`config.mk`:
```
export PLATFORM = sky130hd
export DESIGN_NAME = mem_port_arbiter
export DESIGN_NICKNAME = d
export VERILOG_FILES = /design/src/rtl/mem_port_arbiter.sv
export SDC_FILE = /design/constraint.sdc
export NUM_CORES = 1
export LEC_CHECK = 0
export CAP_MARGIN = 40
export CORE_MARGIN = 5
export CORE_UTILIZATION = 33
export DETAILED_ROUTE_END_ITERATION = 10
export PLACE_DENSITY = 0.78
export SKIP_CTS_REPAIR_TIMING = 1
export SLEW_MARGIN = 5
export SYNTH_ARGS = -nofsm -noshare
export SYNTH_HDL_FRONTEND = slang
export SYNTH_SLANG_ARGS = --single-unit
```
`constraint.sdc`:
```
create_clock -name clk -period 2.26 [get_ports clk]
set_input_delay 0.339 -clock clk [delete_from_list [all_inputs] [get_ports clk]]
set_output_delay 0.339 -clock clk [all_outputs]
set_load 0.01 [all_outputs]
```
`src/rtl/mem_port_arbiter.sv`:
```
// Shares one single-port memory between the fetch and load/store requesters.
// Data has fixed priority over fetch; flushed fetches are withdrawn or dropped.
module mem_port_arbiter #(
  parameter int unsigned AWIDTH  = 32,
  parameter int unsigned DWIDTH  = 32,
  parameter int unsigned TIMEOUT = 64
) (
  input  logic                clk,
  input  logic                reset,
  input  logic                if_req,
  input  logic [AWIDTH-1:0]   if_addr,
  input  logic                if_flush,
  output logic                if_done,
  output logic [DWIDTH-1:0]   if_rdata,
  output logic                if_busy,
  input  logic                dm_req,
  input  logic                dm_we,
  input  logic [AWIDTH-1:0]   dm_addr,
  input  logic [DWIDTH-1:0]   dm_wdata,
  input  logic [DWIDTH/8-1:0] dm_be,
  output logic                dm_done,
  output logic [DWIDTH-1:0]   dm_rdata,
  output logic                dm_busy,
  output logic                mem_req,
  output logic                mem_we,
  output logic [AWIDTH-1:0]   mem_addr,
  output logic [DWIDTH-1:0]   mem_wdata,
  output logic [DWIDTH/8-1:0] mem_be,
  input  logic                mem_gnt,
  input  logic                mem_rvalid,
  input  logic [DWIDTH-1:0]   mem_rdata,
  output logic                owner,
  output logic                timeout_err
);

  localparam int unsigned BEW = DWIDTH / 8;
  localparam int unsigned CW  = (TIMEOUT > 1) ? $clog2(TIMEOUT) : 1;

  localparam logic [1:0] S_IDLE = 2'd0;
  localparam logic [1:0] S_REQ  = 2'd1;
  localparam logic [1:0] S_RESP = 2'd2;

  localparam logic [CW-1:0] CNT_LAST = CW'(TIMEOUT - 1);

  logic [1:0]        state_q, state_d;
  logic              drop_q, drop_d;
  logic [CW-1:0]     cnt_q, cnt_d;
  logic              mem_req_q, mem_req_d;
  logic              we_q, we_d;
  logic [AWIDTH-1:0] addr_q, addr_d;
  logic [DWIDTH-1:0] wdata_q, wdata_d;
  logic [BEW-1:0]    be_q, be_d;
  logic              owner_q, owner_d;
  logic              terr_q, terr_d;

  logic              in_req, in_resp, fetch_own;
  logic              withdraw, complete, expire, finish, suppress;
  logic [DWIDTH-1:0] rsp_data;

  // Completion is either a real response or a timeout abort (which returns zero data).
  assign in_req    = (state_q == S_REQ);
  assign in_resp   = (state_q == S_RESP);
  assign fetch_own = ~owner_q;
  assign withdraw  = in_req & fetch_own & if_flush & ~mem_gnt;
  assign complete  = in_resp & mem_rvalid;
  assign expire    = (in_req | in_resp) & (cnt_q == CNT_LAST) & ~complete & ~withdraw;
  assign finish    = complete | expire;
  assign suppress  = fetch_own & (drop_q | if_flush);
  assign rsp_data  = complete ? mem_rdata : '0;

  assign if_done  = finish & fetch_own & ~suppress;
  assign dm_done  = finish & owner_q;
  assign if_rdata = if_done ? rsp_data : '0;
  assign dm_rdata = dm_done ? rsp_data : '0;
  assign if_busy  = if_req & ~if_done;
  assign dm_busy  = dm_req & ~dm_done;

  assign mem_req     = mem_req_q;
  assign mem_we      = we_q;
  assign mem_addr    = addr_q;
  assign mem_wdata   = wdata_q;
  assign mem_be      = be_q;
  assign owner       = owner_q;
  assign timeout_err = terr_q;

  always_comb begin
    state_d   = state_q;
    drop_d    = drop_q;
    cnt_d     = cnt_q;
    we_d      = we_q;
    addr_d    = addr_q;
    wdata_d   = wdata_q;
    be_d      = be_q;
    owner_d   = owner_q;
    terr_d    = terr_q | expire;
    mem_req_d = 1'b0;

    unique case (state_q)
      S_IDLE: begin
        drop_d = 1'b0;
        if (dm_req) begin
          state_d = S_REQ;
          cnt_d   = '0;
          we_d    = dm_we;
          addr_d  = dm_addr;
          wdata_d = dm_wdata;
          be_d    = dm_be;
          owner_d = 1'b1;
        end else if (if_req && !if_flush) begin
          state_d = S_REQ;
          cnt_d   = '0;
          we_d    = 1'b0;
          addr_d  = if_addr;
          wdata_d = '0;
          be_d    = '1;
          owner_d = 1'b0;
        end
      end
      S_REQ: begin
        cnt_d = cnt_q + CW'(1);
        if (withdraw || expire) begin
          state_d = S_IDLE;
        end else if (mem_gnt) begin
          state_d = S_RESP;
          // A flush coinciding with the grant still cancels the fetch.
          if (fetch_own && if_flush) drop_d = 1'b1;
        end
      end
      S_RESP: begin
        cnt_d = cnt_q + CW'(1);
        if (fetch_own && if_flush) drop_d = 1'b1;
        if (finish) begin
          state_d = S_IDLE;
          drop_d  = 1'b0;
        end
      end
      default: state_d = S_IDLE;
    endcase

    mem_req_d = (state_d == S_REQ);
  end

  always_ff @(posedge clk or posedge reset) begin
    if (reset) begin
      state_q   <= S_IDLE;
      drop_q    <= 1'b0;
      cnt_q     <= '0;
      mem_req_q <= 1'b0;
      we_q      <= 1'b0;
      addr_q    <= '0;
      wdata_q   <= '0;
      be_q      <= '0;
      owner_q   <= 1'b0;
      terr_q    <= 1'b0;
    end else begin
      state_q   <= state_d;
      drop_q    <= drop_d;
      cnt_q     <= cnt_d;
      mem_req_q <= mem_req_d;
      we_q      <= we_d;
      addr_q    <= addr_d;
      wdata_q   <= wdata_d;
      be_q      <= be_d;
      owner_q   <= owner_d;
      terr_q    <= terr_d;
    end
  end

endmodule

```
=== Yosys cells after proc, flatten, opt, wreduce, memory -nomap -nowiden ===
Cells that the tools add are included.

* Bits in registers: 81
* Word-level logic and storage cells: 80
* Memories kept: 0
* Latch bits: 0
* Memory bits (writable): 0
* Input port bits: 140
* Bits in read-only memories: 0

* Shift operators: 0
* Equality and inequality tests: 7
* Order comparisons: 0
* Div/mod/pow operators: 0
* Reduce and logical (&&, ||, !) cells: 12
* Mux-type cells: 26
* Bitwise gates (word level): 24
* $add $sub $neg: 1
* Multipliers: 0

{| class="wikitable"
|+ Operators with widths
! cell !! number
|-
| 2-to-1 mux 32 bit || 7
|-
| bitwise AND 1 bit || 13
|-
| 2-to-1 mux 6 bit || 2
|-
| one-hot mux 6 bit (2 select lines) || 1
|-
| 2-to-1 mux 2 bit || 5
|-
| 2-to-1 mux 4 bit || 2
|-
| 2-to-1 mux 1 bit || 7
|-
| inverter 1 bit || 7
|-
| adder 6 x 1 -> 6 bit, second input constant || 1
|-
| equality test 6 bit, second input constant || 1
|-
| one-hot mux 2 bit (3 select lines) || 1
|-
| equality test 2 x 1 -> 1 bit, second input constant || 2
|-
| inequality test 2 bit, second input constant || 2
|-
| OR 1 bit || 4
|-
| AND reduction 2 bit || 2
|-
| nonzero test 2 bit || 2
|-
| inequality test 3 bit, second input constant || 1
|-
| one-hot mux 1 bit (3 select lines) || 1
|-
| AND reduction 3 bit || 1
|-
| nonzero test 3 bit || 1
|-
| equality test 2 bit, second input constant || 1
|-
| logical AND 1 bit || 2
|-
| logical NOT 2 bit || 1
|-
| OR reduction 2 bit || 1
|-
| other kinds (2) || 2
|}

=== Logic depth before layout (Yosys ltp) ===
* Depth after elaboration: 11
* Depth in mapped cells: 8

=== Worst setup path before layout ===
OpenSTA, ideal clock, no wires.

* Kind: register to output
* Start point: reg state_q[0]
* End point: out if_busy
* Path slack: 0.068 ns
* Path buffers: 1
* Data arrival time: 1.853 ns
* Required time: 1.921 ns
* Cell stages (with the launch flop): 8
* Cells stage by stage: dfrtp_1 inv_1 ha_1 buf_6 nand4_4 or3_4 a2111oi_4 nor2b_2

* Cells in the longest elaborated chain, start to end: 11

{| class="wikitable"
|+ RTL lines
! what !! line !! text
|-
| start: declaration || 45 || <nowiki>logic [1:0] state_q, state_d;</nowiki>
|-
| start signal: assignment || 156 || <nowiki>state_q <= state_d;</nowiki>
|-
| equality test 2 x 1 -> 1 bit || 61 || <nowiki>assign in_req = (state_q == S_REQ);</nowiki>
|-
| bitwise AND 1 bit (3 in a row) || 64 || <nowiki>assign withdraw = in_req & fetch_own & if_flush & ~mem_gnt;</nowiki>
|-
| inverter 1 bit || 66 || <nowiki>assign expire = (in_req | in_resp) & (cnt_q == CNT_LAST) & ~complete & ~withdraw;</nowiki>
|-
| bitwise AND 1 bit || 66 ||
|-
| OR 1 bit * || 67 || <nowiki>assign finish = complete | expire;</nowiki>
|-
| bitwise AND 1 bit * (2 in a row) || 71 || <nowiki>assign if_done = finish & fetch_own & ~suppress;</nowiki>
|-
| via if_done || 13 || <nowiki>output logic if_done,</nowiki>
|-
| inverter 1 bit * || 75 || <nowiki>assign if_busy = if_req & ~if_done;</nowiki>
|-
| bitwise AND 1 bit * || 75 ||
|-
| end: declaration || 15 || <nowiki>output logic if_busy,</nowiki>
|}

The timed path passes the listed nets; every way through them passes the cells marked *.

=== Worst setup path after layout ===
* Start point: reg state_q[1]
* End point: out if_done

* Cells in the longest elaborated chain, start to end: 9

{| class="wikitable"
|+ RTL lines
! what !! line
|-
| equality test 2 x 1 -> 1 bit || 61
|-
| bitwise AND 1 bit (3 in a row) || 64
|-
| inverter 1 bit || 66
|-
| bitwise AND 1 bit || 66
|-
| OR 1 bit * || 67
|-
| bitwise AND 1 bit * (2 in a row) || 71
|-
| end: declaration || 13
|}

Mark *: on every way between the ends. The rest lies on a longest branch, timed or not.

==> metrics.yaml <==
run_status: "complete, but fails checks"
violations: "setup timing"
max_freq_ghz: 0.391
dp.cells: 902
ys_warn_count: 0
synth-edff-count: 0
rr_endpoint: "mem_req"
hold_viol: 0
chipWidth_um: 122
cts_tree: "yes"
required_ps: 1920
floorplan.initialDensity_pct: 33.4
wire_per_inst_um: 17.1
synth_top_area_share_pct: 48.7
syn_avg_cell_area_um2: 9.06
crit_start: "state_q[1]"
rsz0062_at_grt: "yes"
fill_cells: 1060
layout-drive-gt1-share_pct: 11.4
stdcell_count: 926
dr.first_iter.drc_count: 188
slew_headroom_pct: 66.3
core_area_um2: 12500
synth_ff_type: "dfrtp_1"
worst_r2r_startpoint: "state_q[1]"
cts_sinks: 81
numPortBuffers: 279
n_antenna_cell: 0
crit_type: "register to output pin"
synth.largest_area_cell: "dfrtp_1"
clk_pin_slew_ps: 60
rrSetupSlack_ps: 140
skew_ps: 5.57
syn_inst: 459
crit_fanout: 3
grt_pass1_vias: 4440
syn_area_um2: 4160
cts_root_buf: "clkbuf_16"
fp.dieArea_um2: 14900
setup_tns_ps: -5120
hpwlAfterDp_um: 12000
drc: 0
timing.max_cap.violations: 0
gp_congestion: 0.793
endpoint_kind: "output pin"
htreeDepth: 3
min_from: "dm_req"
syn_nets: 604
yosysMostFrequentCell: "nand2_1"
antenna_left: 0
vias_per_cell: 4.73
area_growth_pct: 84.0
layout_setup_ws_ps: -295
antenna_found_initial: 0
min_period_ps: 2550
numCtsBuffers: 9
drv_slew: 0
track_usage_pct: 19.6
rows: 41
grt.overflow.total: 0
drt_pass1_iterations: 4
grt_max_degree: 82
ys_seq_elements: 81
cp-start-kind: "register"
die_h_um: 122
power_density_nw_per_um2: 1020
worstPathArrival_ps: 2220
drt-total-wl_um: 15900
finalCritPeriodShare_pct: 113
setup_viol_count_final: 36
worstMarginPinSlew_ps: 505
grt_pass1_wl_um: 23200
netlist_top_cells_area: "dfrtp_1 (49%), nand2_1 (10%), and2_1 (10%)"
clkLatencyLatePin_ps: 320
stdcell_area_um2: 7650
placed_area_um2: 7260
hold_path_class: "primary input to register"
leakagePower_nw: 4.17
async_flop_share_pct: 100
synth.top_cells.by_count: "nand2_1 (113), dfrtp_1 (81), and2_1 (67), o21ai_0 (38), nand3_1 (36)"
ctsLongestPathBuffers: 2
io_pins: 280
via_count: 4377
endpoint: "if_done"
worstRegToRegCells: 7
vdd_drop_max_mv: 0.506
synth_cell_type_count: 39
seq_area_frac_synth_pct: 48.7
fin_nets: 894
==> through the flow <==
step	setup slack (ps)	hold slack, ps	util (%)	power (mW)
4_1_cts	-740	421	60.5	7.82
6_report	-295	437	61.4	7.80
2_1_floorplan	67.8	446	-	4.19
3_5_place_dp	-453	456	58.2	6.37
5_1_grt	-367	430	61.4	8.37
3_3_place_gp	-442	452	58.2	6.20
==> how the worst min path moves through the flow <==
| stage | to | slack, ps | depth (start not counted) |
|---|---|---|---|
| floorplan | cnt_q[4] | 450 | 1 |
| global placement | mem_wdata[3] | 450 | 2 |
| detailed placement | mem_wdata[0] | 460 | 2 |
| CTS | mem_wdata[18] | 420 | 3 |
| global route | mem_wdata[22] | 430 | 3 |
| finish | mem_wdata[22] | 440 | 3 |
==> routing by layer <==
layer	track usage (%)	up-vias	wire (µm)
li1	-	2110	-
met1	23.9	2047	6280
met2	32.9	190	7980
met3	6.36	30	1260
met4	5.88	0	358
met5	0	-	0
==> cell type report <==
| class | count | area [µm²] | area share [%] |
|---|---|---|---|
| tap | 172 | 215 | 2.81 |
| inverter | 4 | 18.8 | 0.245 |
| sequential | 81 | 2030 | 26.5 |
| timing repair buffer | 310 | 3070 | 40.2 |
| multi-input combinational | 343 | 2030 | 26.5 |
| clock inverter | 5 | 56.3 | 0.736 |
| clock buffer | 11 | 233 | 3.04 |
==> flip-flops by register name, indices dropped and copies added, names as in the netlist <==
signal and count:
owner 1, mem_addr 32, mem_we 1, timeout_err 1, drop_q 1, mem_wdata 32, mem_be 4, cnt_q 6
mem_req 1, state_q 2
==> cell families after synthesis <==
group,Yosys count,synth area share (%)
compound gates,66,9.60
fa+ha+maj,5,1.50
buf+inv,35,3.64
flops,81,48.7
mux,32,7.70
simple gates,240,28.8
==> worst max-delay path: stages, from the launching register on <==
cell       delay [ps]
dfrtp_1           400
inv_2              70
ha_4              280
nand4_4           110
or3_4             410
a2111oi_4         350
buf_4             180
buf_6              90
==> where the power goes <==
part | internal (mW) | leakage, nW | switching, mW | total (mW)
Clock | 0.854 | 0.139 | 0.557 | 1.41
Combinational | 2.01 | 3.02 | 1.90 | 3.91
Sequential | 2.10 | 1.01 | 0.372 | 2.47
==> placed cells by master (no fill, tap or decap), types with 5 or more instances in the layout <==
cell and count:
and2_1 66, buf_4 25, clkbuf_16 10, clkbuf_2 24, clkdlybuf4s50_1 210, dfrtp_1 81, dlymetal6s2s_1 42, mux2i_1 32
nand2_1 113, nand2b_1 5, nand3_1 36, nor2b_1 9, o21ai_0 38, o21ai_1 6
Note: power is estimated with default switching activity, not from simulation.
